[src/rtl/fifo_stream_reader_pkg.sv]
// Shared constants and types for the FIFO stream reader and its skid buffer.
package fifo_stream_reader_pkg;

  // Default widths and latency of the FIFO read port this reader attaches to.
  localparam int FSR_FIFO_WIDTH = 16;
  localparam int FSR_CNT_WIDTH  = 16;
  localparam int FSR_RD_LATENCY = 1;

  // Output buffer depth and the width needed to count 0..SKID_DEPTH.
  localparam int SKID_DEPTH = 2;
  localparam int OCC_W      = $clog2(SKID_DEPTH + 1);

  typedef enum logic [1:0] {
    IDLE  = 2'd0,
    RUN   = 2'd1,
    DRAIN = 2'd2
  } reader_state_e;

  // True when one more pop still has guaranteed room in the buffer once
  // everything already requested has landed and this cycle's handshake leaves.
  function automatic logic credit_ok(input logic [OCC_W-1:0] occ,
                                     input int               inflight,
                                     input logic             pop);
    return (int'(occ) + inflight - int'(pop)) < SKID_DEPTH;
  endfunction

endpackage

[src/rtl/fifo_stream_reader_if.sv]
// FIFO read-port and downstream stream signals of the reader, bundled together.
interface fifo_stream_reader_if #(
  parameter int W = 16
) ();

  logic         fifo_empty;
  logic [W-1:0] fifo_data_out;
  logic         fifo_underflow;
  logic         fifo_rd_en;
  logic         m_valid;
  logic [W-1:0] m_data;
  logic         m_ready;

  // Reader side: pops the FIFO and sources the stream.
  modport master (
    output fifo_rd_en, m_valid, m_data,
    input  fifo_empty, fifo_data_out, fifo_underflow, m_ready
  );

  // Environment side: the FIFO plus the downstream consumer.
  modport slave (
    input  fifo_rd_en, m_valid, m_data,
    output fifo_empty, fifo_data_out, fifo_underflow, m_ready
  );

endinterface

[src/rtl/fifo_stream_reader_skid_buffer.sv]
// Small in-order output buffer for a valid/ready stream. Head entry and
// occupancy are flops, so valid/data leave the block straight from registers.
module stream_skid_buffer
  import fifo_stream_reader_pkg::*;
#(
  parameter int WIDTH = 16
) (
  input  logic             clk,
  input  logic             rst,
  input  logic             push,
  input  logic [WIDTH-1:0] push_data,
  input  logic             pop,
  output logic [WIDTH-1:0] head,
  output logic [OCC_W-1:0] occ,
  output logic             valid
);

  localparam int             IDX_W = (SKID_DEPTH > 1) ? $clog2(SKID_DEPTH) : 1;
  localparam logic [OCC_W-1:0] FULL = OCC_W'(SKID_DEPTH);

  logic [WIDTH-1:0] entry_q [SKID_DEPTH];
  logic [WIDTH-1:0] entry_d [SKID_DEPTH];
  logic [OCC_W-1:0] occ_q, occ_d;
  logic [OCC_W-1:0] wr_pos;
  logic             do_pop, do_push;

  // A pop needs a word; a push needs room, which a same-cycle pop provides.
  assign do_pop  = pop & (occ_q != '0);
  assign do_push = push & ((occ_q != FULL) | do_pop);
  assign wr_pos  = occ_q - OCC_W'(do_pop);

  // Next contents: shift toward the head on pop, then append at the tail.
  always_comb begin
    entry_d = entry_q;
    occ_d   = occ_q;
    if (do_pop) begin
      for (int i = 0; i < SKID_DEPTH - 1; i++) begin
        entry_d[i] = entry_q[i + 1];
      end
    end
    if (do_push) begin
      entry_d[wr_pos[IDX_W-1:0]] = push_data;
    end
    occ_d = occ_q + OCC_W'(do_push) - OCC_W'(do_pop);
  end

  // Storage and occupancy registers.
  always_ff @(posedge clk) begin
    if (rst) begin
      occ_q <= '0;
      for (int i = 0; i < SKID_DEPTH; i++) begin
        entry_q[i] <= '0;
      end
    end else begin
      occ_q <= occ_d;
      for (int i = 0; i < SKID_DEPTH; i++) begin
        entry_q[i] <= entry_d[i];
      end
    end
  end

  assign head  = entry_q[0];
  assign occ   = occ_q;
  assign valid = (occ_q != '0);

endmodule

[src/rtl/fifo_stream_reader.sv]
// Pops a synchronous FIFO and re-presents its words on a valid/ready stream.
// Pops are credit-limited so every requested word has a buffer slot when it
// returns; underflow-flagged returns are discarded and counted.
module fifo_stream_reader
  import fifo_stream_reader_pkg::*;
#(
  parameter int FIFO_WIDTH = FSR_FIFO_WIDTH,
  parameter int RD_LATENCY = FSR_RD_LATENCY,
  parameter int CNT_WIDTH  = FSR_CNT_WIDTH
) (
  input  logic                 clk,
  input  logic                 rst,
  input  logic                 en,
  fifo_stream_reader_if.master bus,
  output logic                 busy,
  output logic [CNT_WIDTH-1:0] pop_count,
  output logic [CNT_WIDTH-1:0] drop_count
);

  reader_state_e         state_q;
  logic                  busy_q;
  logic [RD_LATENCY-1:0] inflight_q, inflight_d;
  logic [CNT_WIDTH-1:0]  pop_count_q, pop_count_d;
  logic [CNT_WIDTH-1:0]  drop_count_q, drop_count_d;

  logic [OCC_W-1:0]      occ;
  logic                  skid_valid;
  logic [FIFO_WIDTH-1:0] skid_head;
  logic                  pop_now, ret_valid, ret_push, ret_drop, rd_en;
  int                    inflight_cnt, occ_after;

  assign pop_now   = skid_valid & bus.m_ready;
  assign ret_valid = inflight_q[RD_LATENCY-1];
  assign ret_push  = ret_valid & ~bus.fifo_underflow;
  assign ret_drop  = ret_valid & bus.fifo_underflow;

  // Number of pops still waiting for their return.
  always_comb begin
    inflight_cnt = 0;
    for (int i = 0; i < RD_LATENCY; i++) begin
      inflight_cnt += int'(inflight_q[i]);
    end
  end

  // Pop request: running, FIFO not empty, and a slot is guaranteed on return.
  always_comb begin
    rd_en = (state_q == RUN) & ~bus.fifo_empty & credit_ok(occ, inflight_cnt, pop_now);
  end

  // Next in-flight pipe and buffer occupancy after this cycle's push/pop.
  always_comb begin
    inflight_d = (inflight_q << 1) | RD_LATENCY'(rd_en);
    occ_after  = int'(occ) + int'(ret_push) - int'(pop_now);
  end

  // Status counters: popped words wrap, dropped returns saturate.
  always_comb begin
    pop_count_d  = pop_count_q + CNT_WIDTH'(ret_push);
    drop_count_d = drop_count_q;
    if (ret_drop && (drop_count_q != '1)) begin
      drop_count_d = drop_count_q + CNT_WIDTH'(1);
    end
  end

  // In-flight pipe and counter registers.
  always_ff @(posedge clk) begin
    if (rst) begin
      inflight_q   <= '0;
      pop_count_q  <= '0;
      drop_count_q <= '0;
    end else begin
      inflight_q   <= inflight_d;
      pop_count_q  <= pop_count_d;
      drop_count_q <= drop_count_d;
    end
  end

  // Run/drain control; DRAIN returns to IDLE on the same edge that empties the
  // buffer, so busy drops the cycle after the final handshake.
  always_ff @(posedge clk) begin
    if (rst) begin
      state_q <= IDLE;
      busy_q  <= 1'b0;
    end else begin
      case (state_q)
        IDLE: begin
          if (en) begin
            state_q <= RUN;
            busy_q  <= 1'b1;
          end
        end
        RUN: begin
          if (!en) begin
            state_q <= DRAIN;
          end
        end
        DRAIN: begin
          if (en) begin
            state_q <= RUN;
          end else if ((occ_after == 0) && (inflight_d == '0)) begin
            state_q <= IDLE;
            busy_q  <= 1'b0;
          end
        end
        default: begin
          state_q <= IDLE;
          busy_q  <= 1'b0;
        end
      endcase
    end
  end

  stream_skid_buffer #(
    .WIDTH(FIFO_WIDTH)
  ) u_skid (
    .clk       (clk),
    .rst       (rst),
    .push      (ret_push),
    .push_data (bus.fifo_data_out),
    .pop       (pop_now),
    .head      (skid_head),
    .occ       (occ),
    .valid     (skid_valid)
  );

  assign bus.fifo_rd_en = rd_en;
  assign bus.m_valid    = skid_valid;
  assign bus.m_data     = skid_head;
  assign busy           = busy_q;
  assign pop_count      = pop_count_q;
  assign drop_count     = drop_count_q;

endmodule

[src/flat_wrapper.sv]
// flat-port wrapper written by rule: the top's interface ports become plain ports
module fifo_stream_reader_flat import fifo_stream_reader_pkg::*;
#(
  parameter int FIFO_WIDTH = FSR_FIFO_WIDTH,
  parameter int RD_LATENCY = FSR_RD_LATENCY,
  parameter int CNT_WIDTH  = FSR_CNT_WIDTH
)
  (clk, rst, en, busy, pop_count, drop_count, bus_fifo_rd_en, bus_m_valid, bus_m_data, bus_fifo_empty, bus_fifo_data_out, bus_fifo_underflow, bus_m_ready);
  fifo_stream_reader_if #(.W((16))) bus_i ();
  input  logic clk;
  input  logic rst;
  input  logic en;
  output logic busy;
  output logic [CNT_WIDTH-1:0] pop_count;
  output logic [CNT_WIDTH-1:0] drop_count;
  output wire logic [$bits(bus_i.fifo_rd_en)-1:0] bus_fifo_rd_en;
  output wire logic [$bits(bus_i.m_valid)-1:0] bus_m_valid;
  output wire logic [$bits(bus_i.m_data)-1:0] bus_m_data;
  input wire logic [$bits(bus_i.fifo_empty)-1:0] bus_fifo_empty;
  input wire logic [$bits(bus_i.fifo_data_out)-1:0] bus_fifo_data_out;
  input wire logic [$bits(bus_i.fifo_underflow)-1:0] bus_fifo_underflow;
  input wire logic [$bits(bus_i.m_ready)-1:0] bus_m_ready;
  assign bus_fifo_rd_en = bus_i.fifo_rd_en;
  assign bus_m_valid = bus_i.m_valid;
  assign bus_m_data = bus_i.m_data;
  assign bus_i.fifo_empty = bus_fifo_empty;
  assign bus_i.fifo_data_out = bus_fifo_data_out;
  assign bus_i.fifo_underflow = bus_fifo_underflow;
  assign bus_i.m_ready = bus_m_ready;
  fifo_stream_reader #(.FIFO_WIDTH(FIFO_WIDTH), .RD_LATENCY(RD_LATENCY), .CNT_WIDTH(CNT_WIDTH)) u_core (.clk(clk), .rst(rst), .en(en), .bus(bus_i), .busy(busy), .pop_count(pop_count), .drop_count(drop_count));
endmodule
[config.mk]
export PLATFORM = sky130hd
export DESIGN_NAME = fifo_stream_reader_flat
export DESIGN_NICKNAME = d
export VERILOG_FILES = /design/src/rtl/fifo_stream_reader_pkg.sv /design/src/rtl/fifo_stream_reader_if.sv /design/src/rtl/fifo_stream_reader_skid_buffer.sv /design/src/rtl/fifo_stream_reader.sv /design/src/flat_wrapper.sv
export SDC_FILE = /design/constraint.sdc
export NUM_CORES = 1
export LEC_CHECK = 0
export BUFFER_PORTS_ARGS = -buffer_cell sky130_fd_sc_hd__buf_2
export CORE_AREA = 3 3 98 100
export DETAILED_ROUTE_END_ITERATION = 16
export DIE_AREA = 0 0 101 103
export GPL_ROUTABILITY_DRIVEN = 0
export GPL_TIMING_DRIVEN = 0
export PLACE_DENSITY = 0.62
export SLEW_MARGIN = 30
export SYNTH_ARGS = -nofsm -noshare
export SYNTH_HDL_FRONTEND = slang
export SYNTH_SLANG_ARGS = --single-unit
[constraint.sdc]
create_clock -name clk -period 5.14 [get_ports clk]
set_input_delay 0.514 -clock clk [delete_from_list [all_inputs] [get_ports clk]]
set_output_delay 0.514 -clock clk [all_outputs]
set_load 0.02 [all_outputs]
==> flow_summary.toml, run 1 <==
[timing]
finalCriticalPeriod_ns = 3.37
final.setup_skew_ns = 0.00786
clock.fmax_mhz = 296
report.final.slew_viol_count = 0
period_share_pct = 65.6
tns_ns = 0
slew_headroom_pct = 55.7
hold_viol_final = 0
grt_setup_unrepaired = "false"
setup-violations-final = 0
max_slew.worst_pin.slew_ns = 0.665

[cts]
clk_latency_ns = 0.35
cts.sinks = 70
path_clk_slew_ns = 0.08
clk_path_buf_depth = 2
post_cts_buffers = 0
cts_tree = "done"
clock_tree.root_cell = "clkbuf_8"
numCtsBuffers = 9
hold_buffers = 0
htreeDepth = 3
cts_resized = 0

[detailed_routing]
drt_pass1_iterations = 4
route.detailed.drc = 0
vias_per_cell = 5.13
routed_wl_um = 8030
ant_nets = 0
drtIter0Drc = 65
vias = 3008
wl_per_cell_um = 13.7

[logic_synthesis]
synthCells = 391
synthArstFlopShare_pct = 0
synth.avg_cell_area_sq_um = 8.95
yosysWarnings = 0
seq_area_frac_synth_pct = 40.1
netlist_area_sq_mm = 0.00350
yosys_most_used_dff = "dfxtp_1"
synth_nets = 430
synth-edff-count = 0
ys_types = 47
ys_ff_latch = 70

[place]
dp_hpwl_um = 5790
portBuffers = 71
dp.cells = 570
place_area_sq_mm = 0.00399

[grt]
grt_overflow = 0
grt_max_degree = 12
antenna_found_initial = 0
grt_pass1_vias = 2781
grt_pass1_wl_um = 13300
track_usage_pct = 16.2

[finish]
fillers = 862
fin_area_sq_mm = 0.00419
final_cell_mix = "buf_2 (75), dfxtp_1 (70), nor2_1 (55)"
fin_nets = 512
syn2layout_area_growth_pct = 19.7
drive_above_1_share_pct = 24.1
final-seq-area_sq_mm = 0.00140
post-route-util_pct = 47.8
fin_cells = 586
diodes = 0
multi_input_area_sq_mm = 0.00182
mostFrequentLayoutCell = "buf_2"

[worst_setup_path]
end_kind = "output port"
crit_arrival_ns = 2.86
path_class = "register to output port"
critPathLaunchType = "register"
path_max_fanout = 10
crit_required_ns = 4.63

[floorplanning]
die_w_um = 101
die-area_sq_mm = 0.0104
die_y_um = 103
design.core.area_sq_mm = 0.00876
initial_core_util_pct = 39.9
io_pins = 73
rows = 34

[power]
power_frac_clock_pct = 34.7
seq_power_share_pct = 44.6
combPwrFrac_pct = 20.7
power_density_mw_per_mm2 = 312
p_leak_nw = 1.84
internal_power_w = 0.000926
switching_share_pct = 29.3
peakVddDrop_mv = 0.127
power_switching_w = 0.000383
p_total_w = 0.00131

[run]
drv_cap = 0

[status]
status = "complete, no violations"

[hold_path]
hold_path.class = "input pin to register"
path summary, 6_finish.rpt:
| kind | end | startpoint | cells past startpoint | slack, ns |
|---|---|---|---|---|
| setup / recovery | bus_fifo_rd_en | u_core.u_skid.occ[1]$_SDFF_PP0_ | 8 | 1.77 |
| hold / removal | register | bus_fifo_data_out[2] | 3 | 0.41 |
| setup reg to reg | u_core.busy$_SDFFE_PP0P_ | u_core.u_skid.occ[1]$_SDFF_PP0_ | 8 | 2.33 |
| hold reg to reg | u_core.state_q[0]$_SDFFE_PP0P_ | u_core.state_q[1]$_SDFFE_PP0P_ | 1 | 0.47 |
layer usage:
metal	vias up	GRT usage (%)	share of wire, %
met1	1403	21.3	49
met4	0	5.21	1.6
met3	11	3.99	4.4
met5	-	0	0
met2	55	26.2	45
li1	1539	-	-
Yosys cell counts (2+ instances only):
| library cell | count | area (sq um) |
|---|---|---|
| nand2b_1 | 6 | 37.5 |
| inv_1 | 18 | 67.6 |
| nor2_1 | 55 | 206 |
| and3_1 | 2 | 12.5 |
| a221oi_1 | 2 | 17.5 |
| a211oi_1 | 20 | 150 |
| ha_1 | 16 | 200 |
| nand3b_1 | 2 | 15.0 |
| dfxtp_1 | 70 | 1400 |
| nand3_1 | 15 | 75.1 |
| and2_1 | 2 | 12.5 |
| clkbuf_1 | 13 | 48.8 |
| nand4_1 | 7 | 43.8 |
| nor2b_1 | 7 | 43.8 |
| xor2_1 | 4 | 35.0 |
| buf_2 | 4 | 20.0 |
| xnor2_1 | 8 | 70.1 |
| buf_4 | 17 | 128 |
| nor3_1 | 6 | 30.0 |
| or3_1 | 8 | 50.1 |
| o31ai_1 | 8 | 60.1 |
| nor4_1 | 7 | 43.8 |
| nand2_1 | 6 | 22.5 |
| mux2i_1 | 33 | 330 |
| or4_1 | 7 | 52.6 |
| o21ai_0 | 10 | 50.1 |
| buf_1 | 3 | 11.3 |
| a21oi_1 | 16 | 80.1 |
power by group through the flow:
stage / Clock [W] / Sequential, W / Combinational (W)
floorplan: 0 / 0.000595 / 0.000200
global placement: 0 / 0.000596 / 0.000271
detailed placement: 0 / 0.000596 / 0.000276
CTS: 0.000469 / 0.000584 / 0.000278
global route: 0.000493 / 0.000587 / 0.000315
finish: 0.000454 / 0.000583 / 0.000271
cell type report:
class / instances / area share, %
plain buffers: 37 / 4.96
clock buffers: 12 / 3.70
clock inverters: 4 / 1.08
inverters: 18 / 1.61
multi-input cells: 266 / 43.5
flip-flops and latches: 70 / 33.5
well taps: 108 / 3.23
repair buffers: 71 / 8.48
critical path, stage by stage, from the launching register on:
cell,delay (ns)
dfxtp_1,0.38
o21ai_0,0.28
clkbuf_1,0.55
nor2_1,0.18
fa_1,0.41
nor2b_1,0.14
o2111a_1,0.24
and2_1,0.16
buf_2,0.16
logic make-up (layout without fill, tap and decap cells):
| group | after synthesis | in the layout | share of synthesized area, % |
|---|---|---|---|
| buffers and inverters | 55 | 142 | 7.87 |
| XOR/XNOR | 12 | 12 | 3.00 |
| AND/OR/NAND/NOR | 140 | 140 | 21.1 |
| AO/OA/AOI/OAI | 63 | 63 | 11.9 |
| flip-flops | 70 | 70 | 40.1 |
| multiplexers | 34 | 34 | 9.76 |
| adder cells (fa/ha/maj) | 17 | 17 | 6.29 |
metrics by stage:
stage / hold slack, ns / worst slack [ns]
final: 0.415 / 1.77
after global routing: 0.421 / 1.53
after CTS: 0.403 / 1.73
after detailed placement: 0.459 / 2.02
after global placement: 0.448 / 2.02
after floorplan: 0.437 / 2.53
Power figures use the tool's default switching activity.
==> run 2, diff against run 1 <==
--- a/config.mk
+++ b/config.mk
@@ -5,10 +5,11 @@
 export SDC_FILE = /design/constraint.sdc
 export NUM_CORES = 1
 export LEC_CHECK = 0
+export ABC_AREA = 1
 export BUFFER_PORTS_ARGS = -buffer_cell sky130_fd_sc_hd__buf_2
-export CORE_AREA = 3 3 98 100
+export CORE_AREA = 3 3 99 101
 export DETAILED_ROUTE_END_ITERATION = 16
-export DIE_AREA = 0 0 101 103
+export DIE_AREA = 0 0 102 104
 export GPL_ROUTABILITY_DRIVEN = 0
 export GPL_TIMING_DRIVEN = 0
 export PLACE_DENSITY = 0.62
==> constraint.sdc (replaced) <==
create_clock -name clk -period 3.4 [get_ports clk]
set_input_delay 0.34 -clock clk [delete_from_list [all_inputs] [get_ports clk]]
set_output_delay 0.34 -clock clk [all_outputs]
set_load 0.02 [all_outputs]
==> flow_summary.toml, run 2 <==
[cts]
hold_buffers = 0
numCtsBuffers = 9
clk_latency_ns = 0.35
cts_tree = "done"
cts_resized = 0
clock_tree.root_cell = "clkbuf_8"
clk_path_buf_depth = 2
path_clk_slew_ns = 0.07
htreeDepth = 3
post_cts_buffers = 0
cts.sinks = 70

[detailed_routing]
ant_nets = 0
wl_per_cell_um = 12.4
vias = 3318
routed_wl_um = 8580
vias_per_cell = 4.80
route.detailed.drc = 0
drt_pass1_iterations = 4
drtIter0Drc = 133

[finish]
fin_area_sq_mm = 0.00434
syn2layout_area_growth_pct = 20.8
final_cell_mix = "nand2_1 (100), buf_2 (76), dfxtp_1 (70)"
diodes = 0
mostFrequentLayoutCell = "nand2_1"
drive_above_1_share_pct = 22.9
fin_nets = 614

[grt]
antenna_found_initial = 0
grt_pass1_vias = 3164
grt_pass1_wl_um = 14500
grt_overflow = 0
grt_max_degree = 12
track_usage_pct = 16.8

[timing]
report.final.slew_viol_count = 0
whs_ns = 0.226
period_share_pct = 76.2
max_slew.worst_pin.slew_ns = 0.562
final.setup_skew_ns = 0.0107
hold_viol_final = 0
slew_headroom_pct = 62.5
clock.fmax_mhz = 386
grt_setup_unrepaired = "false"
setup-violations-final = 0
tns_ns = 0
finalCriticalPeriod_ns = 2.59

[run]
drv_cap = 0

[worst_setup_path]
crit_chain = "ha_1 -> inv_1 -> ha_1 -> inv_1 -> ha_1 -> ha_1 -> inv_1 -> nand2_1 -> nand2_1 -> nand2_1 -> inv_1 -> buf_2"
crit_required_ns = 3.06
cp_slowest_stage_delay_ns = 0.47
cp_slowest_cell = "dfxtp_1"
crit_arrival_ns = 2.25
path_delay_family = "adder cells"
path_buf_inv = 5
path_class = "register to output port"
path_max_fanout = 5
regToRegEndpoint = "u_core.busy$_SDFFE_PP0P_"
critPathLaunchType = "register"
rr_worst_depth = 17
rr_startpoint = "u_core.u_skid.occ[1]$_SDFF_PP0_"
r2r_slack_ns = 0.81
end_kind = "output port"

[power]
power_density_mw_per_mm2 = 502
p_leak_nw = 2.00
peakVddDrop_mv = 0.251

[logic_synthesis]
ys_ff_latch = 70
yosysTopAreaCell = "dfxtp_1"
yosysMostFrequentCell = "nand2_1"
ys_types = 35
synth_area_leaders = "dfxtp_1 (39%), nand2_1 (10%), nor2_1 (6.3%)"
synthArstFlopShare_pct = 0
synth-edff-count = 0
synthCells = 492
netlist_top_cells_count = "nand2_1 (100), dfxtp_1 (70), nor2_1 (60), inv_1 (55), o21ai_0 (32)"
synth.avg_cell_area_sq_um = 7.30
netlist_area_sq_mm = 0.00359
yosys_most_used_dff = "dfxtp_1"
synth_top_area_share_pct = 39.0
yosysWarnings = 0
synth_nets = 531
seq_area_frac_synth_pct = 39.0

[hold_path]
hold_path.class = "input pin to register"
holdCritStartpoint = "bus_fifo_data_out[15]"
holdPathEnd = "u_core.u_skid.head[15]$_SDFF_PP0_"
min_path_cells = 2

[place]
place_area_sq_mm = 0.00409
portBuffers = 72
dp_hpwl_um = 6340

[floorplanning]
design.core.area_sq_mm = 0.00911
die-area_sq_mm = 0.0106
initial_core_util_pct = 39.4
die_w_um = 102
rows = 35
die_y_um = 104
io_pins = 73

[status]
status = "complete, no violations"
==> run 2: cell count changes after synthesis, sizes merged, moves of 10 or more <==
cell	change
o21ai	+33
or3	-10
nand3	+12
a31oi	+11
inv	+42
mux2i	-33
nand2	+97
a21oi	+15
a211oi	-20
==> run 2: worst max-delay path by stage <==
stage                     cells after the start                            start                       end  slack [ns]
after detailed placement                     17  u_core.u_skid.occ[1]$_SDFF_PP0_  u_core.busy$_SDFFE_PP0P_        0.79
after CTS                                    12  u_core.u_skid.occ[0]$_SDFF_PP0_            bus_fifo_rd_en        0.78
after global placement                       17  u_core.u_skid.occ[1]$_SDFF_PP0_  u_core.busy$_SDFFE_PP0P_        0.84
after global routing                         17  u_core.u_skid.occ[1]$_SDFF_PP0_  u_core.busy$_SDFFE_PP0P_        0.57
final                                        12  u_core.u_skid.occ[0]$_SDFF_PP0_            bus_fifo_rd_en        0.81
after floorplan                              17  u_core.u_skid.occ[1]$_SDFF_PP0_  u_core.busy$_SDFFE_PP0P_        1.16
==> run 2: worst register-to-register path, cell delays in order, from the launching register on <==
cell and delay [ns]:
dfxtp_1 0.38, inv_2 0.18, nand2_4 0.08, nand2_4 0.08
buf_6 0.15, clkinv_1 0.25, buf_2 0.29, ha_1 0.22
inv_1 0.07, nor2_1 0.04, ha_1 0.26, nand3_1 0.07
a21oi_1 0.11, nand2_1 0.06, nand2_1 0.07, nand3_1 0.07
nand2_1 0.06, nand2_1 0.04
==> run 2: kinds of logic after synthesis <==
kind of cell,after synthesis,share of synthesized area [%]
AND/OR/NAND/NOR,212,26.5
buffers and inverters,94,12.8
AO/OA/AOI/OAI,89,13.0
flip-flops,70,39.0
adder cells (fa/ha/maj),17,6.13
XOR/XNOR,10,2.65
==> run 2: final cells by class <==
type,count,area [sq um]
flip-flops and latches,70,1400
repair buffers,72,360
plain buffers,33,226
clock buffers,13,159
inverters,61,231
well taps,111,139
clock inverters,3,90.1
multi-input cells,328,1730
fillers,916,4770
==> run 2: metrics by stage <==
step	utilization (%)	power, W	setup slack, ns	std cells
after floorplan	-	0.00123	1.16	492
after global placement	44.9	0.00134	0.843	675
after detailed placement	44.9	0.00136	0.790	675
after CTS	47.6	0.00220	0.779	691
after global routing	47.6	0.00229	0.566	691
final	47.6	0.00218	0.810	691
==> run 2: power by group <==
part	leakage, nW	internal (W)	switching (W)
combinational	1.31	0.000165	0.000285
clock	0.124	0.000529	0.000316
sequential	0.565	0.000849	0.0000310
==> run 2: routing by layer <==
layer | global-route usage, % | share of wire (%) | up-vias
met5 | 0 | 0 | -
met4 | 5.62 | 1.4 | 0
met3 | 4.16 | 6.3 | 11
met2 | 26.8 | 46 | 88
met1 | 22.0 | 46 | 1489
li1 | - | - | 1730
